File: src/rtl/debounce_multi.sv
// Multi-channel debouncer with press/release strobes; auto-repeat built only with DEBOUNCE_REPEAT_EN.
// Latency DELAY_COUNTS+3 cycles from first sample of a new stable level; no flow control, outputs are strobes.
// No backpressure: every channel runs freely each cycle and all outputs are registered.
module debounce_multi #(
  parameter int CHANNELS      = 4,
  parameter int DELAY_COUNTS  = 2500,
  parameter int HOLD_COUNTS   = 25000000,
  parameter int REPEAT_COUNTS = 5000000
) (
  input  logic                clk,
  input  logic                rst,
  input  logic [CHANNELS-1:0] button,
  output logic [CHANNELS-1:0] button_pressed,
  output logic [CHANNELS-1:0] press_pulse,
  output logic [CHANNELS-1:0] release_pulse,
  output logic [CHANNELS-1:0] repeat_pulse
);

  localparam int CW = $clog2(DELAY_COUNTS + 1);

  logic [CHANNELS-1:0] sync_meta;
  logic [CHANNELS-1:0] sync;
  logic [CHANNELS-1:0] prev;
  logic [CW-1:0]       cnt [CHANNELS];
  logic [CHANNELS-1:0] stable;
  logic [CHANNELS-1:0] fire;
  logic [CHANNELS-1:0] pressed_nxt;

  always_ff @(posedge clk or posedge rst) begin
    if (rst) begin
      sync_meta <= '0;
      sync      <= '0;
    end else begin
      sync_meta <= button;
      sync      <= sync_meta;
    end
  end

  // Counter saturates at DELAY_COUNTS so a long-held level never re-fires.
  always_ff @(posedge clk or posedge rst) begin
    if (rst) begin
      prev <= '0;
      for (int i = 0; i < CHANNELS; i++) cnt[i] <= '0;
    end else begin
      for (int i = 0; i < CHANNELS; i++) begin
        if (sync[i] != prev[i]) begin
          prev[i] <= sync[i];
          cnt[i]  <= '0;
        end else if (cnt[i] != CW'(DELAY_COUNTS)) begin
          cnt[i] <= cnt[i] + CW'(1);
        end
      end
    end
  end

  always_comb begin
    stable = '0;
    for (int i = 0; i < CHANNELS; i++) begin
      stable[i] = (sync[i] == prev[i]) && (cnt[i] == CW'(DELAY_COUNTS));
    end
  end

  assign fire        = stable & (prev ^ button_pressed);
  assign pressed_nxt = (fire & prev) | (~fire & button_pressed);

  always_ff @(posedge clk or posedge rst) begin
    if (rst) begin
      button_pressed <= '0;
      press_pulse    <= '0;
      release_pulse  <= '0;
    end else begin
      button_pressed <= pressed_nxt;
      press_pulse    <= fire & prev;
      release_pulse  <= fire & ~prev;
    end
  end

`ifdef DEBOUNCE_REPEAT_EN
  localparam logic [1:0] ST_IDLE   = 2'd0;
  localparam logic [1:0] ST_HOLD   = 2'd1;
  localparam logic [1:0] ST_REPEAT = 2'd2;
  localparam int HMAX = (HOLD_COUNTS > REPEAT_COUNTS) ? HOLD_COUNTS : REPEAT_COUNTS;
  localparam int HW   = $clog2(HMAX + 1);

  logic [1:0]    state [CHANNELS];
  logic [HW-1:0] hcnt  [CHANNELS];

  // Looking at the next debounced level lets a release win over a coincident repeat.
  always_ff @(posedge clk or posedge rst) begin
    if (rst) begin
      repeat_pulse <= '0;
      for (int i = 0; i < CHANNELS; i++) begin
        state[i] <= ST_IDLE;
        hcnt[i]  <= '0;
      end
    end else begin
      for (int i = 0; i < CHANNELS; i++) begin
        repeat_pulse[i] <= 1'b0;
        if (!pressed_nxt[i]) begin
          state[i] <= ST_IDLE;
          hcnt[i]  <= '0;
        end else begin
          case (state[i])
            ST_IDLE: begin
              if (fire[i]) begin
                state[i] <= ST_HOLD;
                hcnt[i]  <= '0;
              end
            end
            ST_HOLD: begin
              if (hcnt[i] == HW'(HOLD_COUNTS - 1)) begin
                repeat_pulse[i] <= 1'b1;
                hcnt[i]         <= '0;
                state[i]        <= ST_REPEAT;
              end else begin
                hcnt[i] <= hcnt[i] + HW'(1);
              end
            end
            ST_REPEAT: begin
              if (hcnt[i] == HW'(REPEAT_COUNTS - 1)) begin
                repeat_pulse[i] <= 1'b1;
                hcnt[i]         <= '0;
              end else begin
                hcnt[i] <= hcnt[i] + HW'(1);
              end
            end
            default: begin
              state[i] <= ST_IDLE;
              hcnt[i]  <= '0;
            end
          endcase
        end
      end
    end
  end
`else
  // Repeat timing parameters have no effect in this build.
  logic unused_cfg;
  assign unused_cfg   = (HOLD_COUNTS > 0) ^ (REPEAT_COUNTS > 0);
  assign repeat_pulse = '0;
`endif

endmodule

File: config.mk
export PLATFORM = sky130hd
export DESIGN_NAME = debounce_multi
export DESIGN_NICKNAME = d
export VERILOG_FILES = /design/src/rtl/debounce_multi.sv
export SDC_FILE = /design/constraint.sdc
export NUM_CORES = 1
export LEC_CHECK = 0
export CAP_MARGIN = 20
export CELL_PAD_IN_SITES_DETAIL_PLACEMENT = 0
export CELL_PAD_IN_SITES_GLOBAL_PLACEMENT = 1
export CORE_MARGIN = 10
export CORE_UTILIZATION = 45
export CTS_CLUSTER_DIAMETER = 200
export DETAILED_ROUTE_END_ITERATION = 6
export PLACE_DENSITY = 0.86
export RECOVER_POWER = 25
export SLEW_MARGIN = 20
export SYNTH_ARGS = -nofsm -noshare
export SYNTH_HDL_FRONTEND = slang
export SYNTH_SLANG_ARGS = --single-unit
File: constraint.sdc
create_clock -name clk -period 5.55 [get_ports clk]
set_input_delay 1.665 -clock clk [delete_from_list [all_inputs] [get_ports clk]]
set_output_delay 1.665 -clock clk [all_outputs]
set_load 0.03 [all_outputs]
==> flow_summary.toml <==
[clock_tree]
clk_latency_ns = 0.35
cts-root-buf = "clkbuf_8"
cts_buffer_depth = 2
ctsResizeCount = 0
cts_max_level = 3
cts-hold-fix-buffers = 0
cts_tree = "built"
clk_pin_slew_ns = 0.07
postCtsSetupBuffers = 0
cts_buffers = 9
cts_sinks = 72

[critical_path]
cp_num_buf_inv = 1
regToRegStartpoint = "cnt[24]"
worst_r2r_path_depth = 5
crit_family = "buffers and inverters"
cp-end-kind = "output port"
critPathKind = "reg2out"
critPathSlowestCell = "clkdlybuf4s50_1"
crit_path_start_kind = "flip-flop"
regToRegSetupSlack_ns = 3.52
slowest_delay_ns = 0.69
crit_arrival_ns = 1.44
worstPathMaxFanout = 5
required_ns = 3.88
path_cells = "clkdlybuf4s50_1"
r2r_end = "release_pulse[1]"
cp.depth = 1

[global_routing]
track_usage_pct = 12.0
grt_pass1_vias = 2469
antenna_found_initial = 0
grt_pass1_wl_um = 11400
grt_max_degree = 51
grt_overflow = 0

[min_path]
min_path_cells = 0
hold_start = "sync_meta[3]"
holdPathEnd = "sync[3]"
hold_class = "reg2reg"

[floorplanning]
start_util_pct = 47.1
fp-row-count = 31
die_w_um = 108
pin_count = 22
coreArea_mm2 = 0.00737
die_y_um = 108
die-area_mm2 = 0.0116

[drt]
drc_errors = 0
routed_wl_um = 6580
dr.pass1.iters = 4
drt-wirelength-per-cell_um = 14.2
ant_nets = 0
via_count = 2586
drt_iter0_drc = 94
vias_per_cell = 5.57

[synth]
synthCells = 339
synth_area_mm2 = 0.00347
yosysWarningCount = 0
synth_top_family_by_area = "simple AND/OR/NAND/NOR gates"
yosys.area_share.simple_pct = 23.1
synth_xor_area_share_pct = 3.03
muxShareOfSynthArea_pct = 2.89
yosysUniqueCellTypes = 40
ys_seq_area_share_pct = 51.9
synth_seq_cells = 72
synth_fa_ha_area_share_pct = 2.89
synth_compound_area_share_pct = 12.7
postSynthAreaPerCell_um2 = 10.2

[layout]
area_growth_syn_to_layout_pct = 12.0
final_cell_mix = "dfrtp_1 (72), nand2_1 (31), nand3_1 (26)"
layout_commonest_cell = "dfrtp_1"
fin_nets = 374
drive_gt1_share_pct = 6.30
n_antenna_cell = 0

[sta]
finalHoldViolCount = 0
slew_headroom_pct = 43.1
fin_crit_sh_pct = 55.9
slew_viol_final = 0
finClkSkew_ns = 0.0102
tightest_slew_ns = 0.851
setup-tns-final_ns = 0
timing.final.crit_period_ns = 3.10
final-setup-viol-count = 0
rsz0062_at_grt = "no"
fmaxAchievable_ghz = 0.322

[placement]
numPortBuffers = 17
dpl.hpwl_um = 4500
routabilityCongestion = 0.797

[power]
power.density_mw_per_mm2 = 262
p_total_w = 0.00102
leakage_nw = 1.49
ir_drop_v = 0.000155

[run_status]
outcome = "completed"

[run]
drv_cap = 0
==> power breakdown <==
part	switching, W	leakage [nW]	internal [W]
clock	0.000194	0.0878	0.000171
sequential	0.0000263	0.968	0.000543
combinational	0.0000549	0.437	0.0000303
total	0.000275	1.49	0.000744
==> worst max path at each step <==
stage          startpoint           endpoint
2_1_floorplan         rst          async pin
3_3_place_gp          rst            cnt[31]
3_5_place_dp          rst            cnt[31]
4_1_cts         flip-flop  button_pressed[1]
5_1_grt         flip-flop  button_pressed[1]
6_report        flip-flop  button_pressed[3]
==> kinds of logic (layout without fill, tap and decap cells) <==
kind of cell	after synthesis	count (layout)
xor+xnor	12	12
buf+inv	27	50
simple gates	134	134
mux	10	10
flops	72	72
fa+ha+maj	8	8
compound gates	75	75
other cells	1	4
==> per-stage QoR <==
step / area [um^2] / util [%] / hold WS (ns) / std cells / setup slack (ns)
3_5_place_dp: 3720 / 50.5 / 0.336 / 448 / 2.33
5_1_grt: 3880 / 52.7 / 0.356 / 464 / 2.36
2_1_floorplan: 3480 / - / 0.331 / 342 / 2.06
3_3_place_gp: 3720 / 50.5 / 0.332 / 448 / 2.35
6_report: 3880 / 52.7 / 0.344 / 464 / 2.45
4_1_cts: 3900 / 52.9 / 0.349 / 464 / 2.41
==> sequential cells by signal (all words and copies together), names as in the netlist, named ones only <==
signal         count
sync               4
sync_meta          4
prev               4
cnt               48
press_pulse        4
release_pulse      4
==> cell type report <==
cell class                 count  area [um^2]
clock buffer                  10          138
clock inverter                 6         35.0
fill                         663         3480
inverter                      16         61.3
multi-input combinational    243         1550
sequential                    72         1800
tap                           99          124
timing repair buffer          18          178
==> synthesized netlist by cell type, drive strengths merged <==
library cell | n | share of area [%]
nand4bb | 2 | 0.65
ha | 8 | 2.9
nor2 | 4 | 0.43
xnor2 | 4 | 1.0
mux2i | 10 | 2.9
dfrtp | 72 | 52
inv | 16 | 1.7
nor3 | 8 | 1.2
nand4 | 7 | 1.3
xor2 | 8 | 2.0
a311o | 1 | 0.29
nor4b | 4 | 1.4
or4b | 2 | 0.69
o31ai | 16 | 3.5
or4 | 12 | 2.7
o21ai | 23 | 3.3
and2 | 1 | 0.18
nor4 | 7 | 1.3
clkbuf | 6 | 0.65
buf | 5 | 1.0
o211ai | 4 | 0.87
nand4b | 1 | 0.25
o311ai | 1 | 0.25
or4bb | 1 | 0.32
nand2 | 31 | 3.4
nand3 | 26 | 3.8
a21oi | 25 | 3.6
nor4bb | 2 | 0.58
and3 | 2 | 0.36
or3 | 18 | 3.6
nand2b | 5 | 0.90
conb | 1 | 0.11
and4 | 1 | 0.25
a31oi | 5 | 0.90
==> per-layer routing <==
layer  wire length (um)  track usage (%)
met1               3270             15.4
met2               2960             17.8
met3                252             2.93
met4                 92             7.35
met5                  0                0
(Power assumes the default switching activity.)
